--- src/rtl/mem_page_reader.sv ---
// Read-side sequencer for the paged dual-port memory: reads one page through port B,
// hides the 2-cycle registered read latency and streams entries over valid/ready.
module mem_page_reader #(
    parameter int RAM_WIDTH  = 18,
    parameter int RAM_DEPTH  = 1024,
    parameter int PAGE_SIZE  = 32,
    parameter int NENT_WIDTH = 5,
    parameter int FIFO_DEPTH = 4
) (
    input  logic                         clkb,
    input  logic                         rstb,
    input  logic                         start,
    input  logic                         start_page,
    input  logic [NENT_WIDTH-1:0]        nent_i0,
    input  logic [NENT_WIDTH-1:0]        nent_i1,
    output logic [$clog2(RAM_DEPTH)-1:0] addrb,
    output logic                         enb,
    output logic                         regceb,
    input  logic [RAM_WIDTH-1:0]         doutb,
    output logic [RAM_WIDTH-1:0]         dout,
    output logic                         dout_valid,
    input  logic                         dout_ready,
    output logic                         dout_last,
    output logic                         busy,
    output logic                         done
);

    localparam int ADDR_W = $clog2(RAM_DEPTH);
    localparam int PTR_W  = $clog2(FIFO_DEPTH);

    localparam logic [1:0] ST_IDLE  = 2'd0;
    localparam logic [1:0] ST_READ  = 2'd1;
    localparam logic [1:0] ST_DRAIN = 2'd2;

    logic [1:0]            state;
    logic                  page;
    logic [NENT_WIDTH-1:0] count;
    logic [NENT_WIDTH-1:0] index;
    logic                  done_r;

    logic [NENT_WIDTH-1:0] nent_sel;
    logic [ADDR_W-1:0]     page_base;
    logic [1:0]            inflight;
    logic                  credit_ok;
    logic                  issue;
    logic                  is_last;
    logic                  drain_ok;

    // Read-latency pipeline: bit 0 = issued last cycle, bit 1 = data on doutb now.
    logic [1:0]            pipe_v;
    logic [1:0]            pipe_last;

    logic [RAM_WIDTH:0]    fifo_mem [FIFO_DEPTH];
    logic [PTR_W-1:0]      wr_ptr;
    logic [PTR_W-1:0]      rd_ptr;
    logic [PTR_W:0]        fifo_count;
    logic                  fifo_wr;
    logic                  fifo_rd;
    logic [RAM_WIDTH:0]    head;

    // NOTE: the first assignment gives nent_sel a value on every path, so no latch is inferred.
    always_comb begin
        nent_sel = start_page ? nent_i1 : nent_i0;
        if (int'(nent_sel) > PAGE_SIZE) begin
            nent_sel = NENT_WIDTH'(PAGE_SIZE);
        end
    end

    assign page_base = page ? ADDR_W'(PAGE_SIZE) : '0;
    assign inflight  = {1'b0, pipe_v[0]} + {1'b0, pipe_v[1]};

    // Credit ignores a same-cycle pop, so a slot is only reused once it is really free.
    assign credit_ok = (int'(fifo_count) + int'(inflight)) < FIFO_DEPTH;
    assign issue     = (state == ST_READ) && credit_ok;
    assign is_last   = (index == (count - NENT_WIDTH'(1)));

    assign fifo_wr    = pipe_v[1];
    assign dout_valid = (fifo_count != '0);
    assign fifo_rd    = dout_valid && dout_ready;
    assign head       = fifo_mem[rd_ptr];

    // Page is complete once nothing is in flight and the FIFO empties by the end of this cycle.
    assign drain_ok = (inflight == 2'd0) &&
                      ((fifo_count == '0) ||
                       ((fifo_count == (PTR_W+1)'(1)) && fifo_rd));

    assign enb       = issue;
    assign addrb     = issue ? (page_base + ADDR_W'(index)) : '0;
    assign regceb    = ~rstb;
    assign dout      = dout_valid ? head[RAM_WIDTH-1:0] : '0;
    assign dout_last = dout_valid & head[RAM_WIDTH];
    assign busy      = (state != ST_IDLE);
    assign done      = done_r;

    // NOTE: sequential state uses non-blocking assignments so every register samples pre-edge values.
    always_ff @(posedge clkb) begin
        if (rstb) begin
            state  <= ST_IDLE;
            page   <= 1'b0;
            count  <= '0;
            index  <= '0;
            done_r <= 1'b0;
        end else begin
            done_r <= 1'b0;
            case (state)
                ST_IDLE: begin
                    if (start) begin
                        page  <= start_page;
                        count <= nent_sel;
                        index <= '0;
                        state <= (nent_sel == '0) ? ST_DRAIN : ST_READ;
                    end
                end
                ST_READ: begin
                    if (issue) begin
                        index <= index + NENT_WIDTH'(1);
                        if (is_last) begin
                            state <= ST_DRAIN;
                        end
                    end
                end
                ST_DRAIN: begin
                    if (done_r) begin
                        state <= ST_IDLE;
                    end else if (drain_ok) begin
                        done_r <= 1'b1;
                    end
                end
                default: state <= ST_IDLE;
            endcase
        end
    end

    always_ff @(posedge clkb) begin
        if (rstb) begin
            pipe_v    <= '0;
            pipe_last <= '0;
        end else begin
            pipe_v    <= {pipe_v[0], issue};
            pipe_last <= {pipe_last[0], issue & is_last};
        end
    end

    always_ff @(posedge clkb) begin
        if (rstb) begin
            wr_ptr     <= '0;
            rd_ptr     <= '0;
            fifo_count <= '0;
        end else begin
            if (fifo_wr) begin
                wr_ptr <= wr_ptr + PTR_W'(1);
            end
            if (fifo_rd) begin
                rd_ptr <= rd_ptr + PTR_W'(1);
            end
            case ({fifo_wr, fifo_rd})
                2'b10:   fifo_count <= fifo_count + (PTR_W+1)'(1);
                2'b01:   fifo_count <= fifo_count - (PTR_W+1)'(1);
                default: fifo_count <= fifo_count;
            endcase
        end
    end

    // NOTE: FIFO storage has no reset; fifo_count gates every read, so stale words are never seen.
    always_ff @(posedge clkb) begin
        if (fifo_wr) begin
            fifo_mem[wr_ptr] <= {pipe_last[1], doutb};
        end
    end

endmodule
--- config.mk ---
export PLATFORM = sky130hd
export DESIGN_NAME = mem_page_reader
export DESIGN_NICKNAME = d
export VERILOG_FILES = /design/src/rtl/mem_page_reader.sv
export SDC_FILE = /design/constraint.sdc
export NUM_CORES = 1
export LEC_CHECK = 0
export CORE_AREA = 2 2 91 93
export DETAILED_ROUTE_END_ITERATION = 10
export DIE_AREA = 0 0 93 95
export HOLD_SLACK_MARGIN = 0.15
export PLACE_DENSITY = 0.95
export SKIP_CTS_REPAIR_TIMING = 1
export SYNTH_ARGS = -nofsm -noshare
export SYNTH_HDL_FRONTEND = slang
export SYNTH_SLANG_ARGS = --single-unit
--- constraint.sdc ---
create_clock -name clkb -period 2.89 [get_ports clkb]
set_input_delay 0.4335 -clock clkb [delete_from_list [all_inputs] [get_ports clkb]]
set_output_delay 0.4335 -clock clkb [all_outputs]
set_load 0.01 [all_outputs]
# Word level (Yosys, flattened, before mapping)
# Memory sizes are Yosys's and may differ from the RTL's. A register that Yosys moved wholly into a read port is not among the register bits.
# Cells that the tools add are included.
totals:
  regBits: 25
  ramBits: 76
  input_bits: 33
  out_inout_bits: 34
  wordCells: 71
  n_memories: 1
classes:
  add_sub_neg: 9
  n_lt_le_gt_ge: 1
  eq_ne: 10
  mux: 19
  bitwise: 4
  reduce_logical: 17
memory_table:
  columns: ["memory", "depth", "word_bits", "read_ports", "rd_ports_with_merged_regs", "write_ports", "line", "rtl"]
  rows:
  - ["fifo_mem", 4, 19, 1, 1, 1, "53", "logic [RAM_WIDTH:0] fifo_mem [FIFO_DEPTH];"]
ops:
  columns: ["cell", "n"]
  rows:
  - ["two-way mux 18 bit", 1]
  - ["two-way mux 5 bit", 3]
  - ["two-way mux 2 bit", 7]
  - ["case mux 5 bit (2 select lines)", 1]
  - ["!= test 2 bit (second input constant)", 4]
  - ["adder 6 x 5 -> 7 bit", 1]
  - ["two-way mux 7 bit", 1]
  - ["two-way mux 6 bit", 1]
  - ["case mux 2 bit (3 select lines)", 1]
  - ["case mux 3 bit (2 select lines)", 1]
  - ["nonzero test 2 bit", 3]
  - ["adder 5 x 1 -> 5 bit (second input constant)", 1]
  - ["== test 5 bit", 1]
  - ["zero test 5 bit", 1]
  - ["subtractor 5 x 1 -> 5 bit (second input constant)", 1]
  - ["adder 2 x 1 -> 2 bit (second input constant)", 2]
  - ["adder 3 x 2 -> 4 bit", 1]
  - ["== test 2 x 1 -> 1 bit (second input constant)", 2]
  - ["== test 2 bit (second input constant)", 2]
  - ["logical AND 1 bit", 4]
  - ["zero test 2 bit", 2]
  - ["less-than comparator 4 x 3 -> 1 bit (second input constant)", 1]
  - ["AND reduction 4 bit", 1]
  - ["adder 3 x 1 -> 3 bit (second input constant)", 1]
  - ["other kinds (12)", 16]

# Logic depth before layout (Yosys ltp)
depth:
  ltp_word: 6
  ltp_mapped: 8

# Worst setup path after synthesis
# Ideal clock, no wire load.
synth_timing:
  kind: "flip-flop to output port"
  startpoint: "register pipe_v[1]"
  endpoint: "output port addrb[0]"
  arrival_time_ns: 1.473
  required_ns: 2.457
  slack_ns: 0.983
  path_stages_with_launch: 6
  n_path_buf: 1
  cell_sequence: "dfxtp_1 > ha_1 > ha_1 > a311oi_2 > buf_4 > and3_1"
synth_between:
  elab_chain_len: 5
synth_lines:
  columns: ["item", "line", "rtl"]
  rows:
  - ["start, declared", "50", "logic [1:0] pipe_v;"]
  - ["start signal, assigned", "139", "pipe_v <= {pipe_v[0], issue};"]
  - ["adder 1 x 1 -> 2 bit", "70", "assign inflight = {1'b0, pipe_v[0]} + {1'b0, pipe_v[1]};"]
  - ["adder 3 x 2 -> 4 bit", "73", "assign credit_ok = (int'(fifo_count) + int'(inflight)) < FIFO_DEPTH;"]
  - ["less-than comparator 4 x 3 -> 1 bit", "73", null]
  - ["logical AND 1 bit", "74", "assign issue = (state == ST_READ) && credit_ok;"]
  - ["two-way mux 7 bit", "88", "assign addrb = issue ? (page_base + ADDR_W'(index)) : '0;"]
  - ["end, declared", "16", "output logic [$clog2(RAM_DEPTH)-1:0] addrb,"]
# No other way between the ends.

# Worst setup path after layout
layout_timing:
  startpoint: "register pipe_v[1]"
  endpoint: "output port enb"
layout_between:
  elab_chain_len: 4
layout_lines:
  columns: ["item", "line", "rtl"]
  rows:
  - ["adder 1 x 1 -> 2 bit", "70", null]
  - ["adder 3 x 2 -> 4 bit", "73", null]
  - ["less-than comparator 4 x 3 -> 1 bit", "73", null]
  - ["logical AND 1 bit", "74", null]
  - ["end, declared", "17", "output logic enb,"]
# No other way between the ends.

==> metrics.yaml <==
outcome:
  run_status: "completed"
critical_path:
  critical_path_startpoint: "pipe_v[1]$_SDFF_PP0_"
  setup.reg_to_reg.worst_slack_ns: 0.47
  worstSetupEndpointType: "primary output"
  worst-path-max-fanout: 8
  critical_path_class: "reg2out"
  crit-reg2reg-launch: "pipe_v[1]$_SDFF_PP0_"
  setup.worst_path.start_class: "flop"
  cp_data_arrival_time_ns: 2.37
  number_of_cells_traversed_by_the_worst_register_to_register_path: 10
  r2r_end: "state[1]$_SDFFE_PP0P_"
  cp.required_ns: 2.46
finish:
  fin_cells: 470
  postLayoutCoreUtil_pct: 67.9
  fillers: 539
  area_delta_synth_final_pct: 22.4
  antenna_diode_count: 0
  ff_latch_area_um2: 2830
  layout-drive-gt1-share_pct: 15.6
  layout.cells.most_common_list: "edfxtp_1 (76), clkdlybuf4s50_1 (57), and2_1 (27)"
  mostFrequentLayoutCell: "edfxtp_1"
  multi_input_gate_area_um2: 1450
  layout.nets: 407
  cell_area_after_layout_um2: 5380
global_routing:
  grt_first_pass_wirelength_um: 12300
  globalRouteTotalUtil_pct: 18.9
  grt_pass1_vias: 2593
  largest_net_degree_at_the_start_of_global_routing: 24
  grt_antenna_before_repair: 0
  grt.overflow.total: 0
sta:
  skew_ns: 0.00776
  max-slew-margin-rel_pct: 64.4
  timing.final.hold_violations: 0
  finalMaxSlewViolations: 0
  tns_ns: 0
  final_period_minus_worst_setup_slack_ns: 2.81
  fin_crit_sh_pct: 97.1
  final-setup-viol-count: 0
  max_freq_mhz: 356
  worst_pin_slew_ns: 0.534
synth:
  yosysSeqAreaShare_pct: 64.2
  netlist_area_um2: 4400
  ys_seq_elements: 103
  async_s_r_ff_share_synth_pct: 0
  synthDistinctLibCells: 40
  synth_ff_type: "edfxtp_1"
  avgSynthCellArea_um2: 15.4
  synthesis.yosys.warnings: 0
  synth_cells: 286
  synth_edf_count: 76
routing:
  drt-vias-per-instance: 5.42
  post-route-drc-count: 0
  first_pass_iters: 4
  postRouteWirelength_um: 8010
  drtIter0Drc: 130
  ant_nets: 0
  vias: 2546
  route.detailed.wl_per_inst_um: 17.0
die:
  fp-row-count: 33
  chipWidth_um: 93
  floorplan.die.height_um: 95
  starting_density_of_the_core_pct: 55.4
  io-pin-count: 67
  floorplan.core_area_um2: 7930
  dieArea_um2: 8840
placement:
  io_buffer_count: 62
  detailed_place_hpwl_um: 5460
  routability_cong: 0.770
  placement.cell_area_um2: 5120
  placedCellCount: 449
cts:
  ctsRootBufferMaster: "clkbuf_8"
  insertion_delay_ns: 0.36
  cts-htree-levels: 3
  tritoncts.num_buffers: 9
  cts.reportedPaths.clkPinSlew_ns: 0.10
  cts_tree: "built"
  clock-sinks: 103
  ctsLongestPathBuffers: 2
min_path:
  min_delay_path_depth: 1
  endpoint_worst_hold: "pipe_last[1]$_SDFF_PP0_"
  min-delay-start: "pipe_last[0]$_SDFF_PP0_"
  hold_class: "reg2reg"
power_and_ir_drop:
  vdd.ir_drop.worst_mv: 0.399
  pd_cells_nw_per_um2: 688
  total_power_mw: 3.70
  p_leak_nw: 1.98
job:
  cap_violations: 0
worst max path at each step:
stage                to  slack, ns
6_report            enb       0.08
5_1_grt             enb      -0.02
4_1_cts        addrb[0]      -0.11
3_5_place_dp   addrb[0]       0.33
3_3_place_gp   addrb[1]       0.38
2_1_floorplan  addrb[0]       0.98
critical path, cell delays in order (launching register included):
cell and delay, ns:
dfxtp_4 0.38, ha_1 0.19, ha_1 0.32, a311oi_4 0.33
nand2_2 0.14, clkinv_1 0.11, clkdlybuf4s50_1 0.55
registers in the layout (all words and copies together), names as in the netlist, named ones only:
signal,flops
count,5
done,1
fifo_count,3
fifo_mem,76
index,5
page,1
pipe_last,2
pipe_v,2
rd_ptr,2
state,2
wr_ptr,2
where the power goes:
part | total, mW | internal (mW) | switching (mW)
combinational | 1.17 | 0.640 | 0.529
sequential | 1.69 | 1.64 | 0.0515
clock | 0.841 | 0.333 | 0.508
total | 3.70 | 2.61 | 1.09
cells in the mapped netlist (all sizes together) (2+ instances only):
cell,number,area [um^2]
nor4,2,12.5
nor2,17,63.8
ha,14,175
mux4,19,428
and2,27,169
nor2b,2,12.5
nor3,4,30.0
a211oi,6,45.0
mux2i,7,70.1
nor4b,2,17.5
dfxtp,27,541
o21ai,2,10.0
edfxtp,76,2280
clkbuf,4,15.0
nand3,5,25.0
xor2,8,77.6
xnor2,6,52.6
and3,7,43.8
inv,10,37.5
buf,13,96.3
nand2,7,26.3
nand4,3,25.0
nand2b,2,12.5
a21oi,6,30.0
stage by stage:
step / hold WS [ns] / setup slack [ns]
after floorplan: 0.414 / 0.983
after global placement: 0.430 / 0.382
after detailed placement: 0.423 / 0.331
after CTS: 0.448 / -0.106
after global routing: 0.467 / -0.0159
final: 0.449 / 0.0825
metal layers:
metal / track usage (%) / share of wire (%) / up-vias / wire [um]
met5: 0 / 0 / - / 0
met4: 7.60 / 1.5 / 0 / 121
met3: 4.63 / 4.0 / 9 / 324
met2: 34.3 / 54 / 84 / 4310
met1: 21.4 / 41 / 1256 / 3250
li1: - / - / 1197 / -
kinds of logic after synthesis:
family          synth area share (%)
fa+ha+maj                       3.99
flops                           64.2
compound gates                  2.96
buf+inv                         3.47
xor+xnor                        3.47
mux                             11.3
other cells                   0.0853
simple gates                    10.5
cell type report:
type	instances	area share [%]
inverter	11	0.768
clock buffer	9	2.30
multi-input combinational	158	26.9
tap	105	2.44
timing repair buffer	77	13.9
sequential	103	52.5
clock inverter	7	1.14
Note: power is estimated with default switching activity, not from simulation.
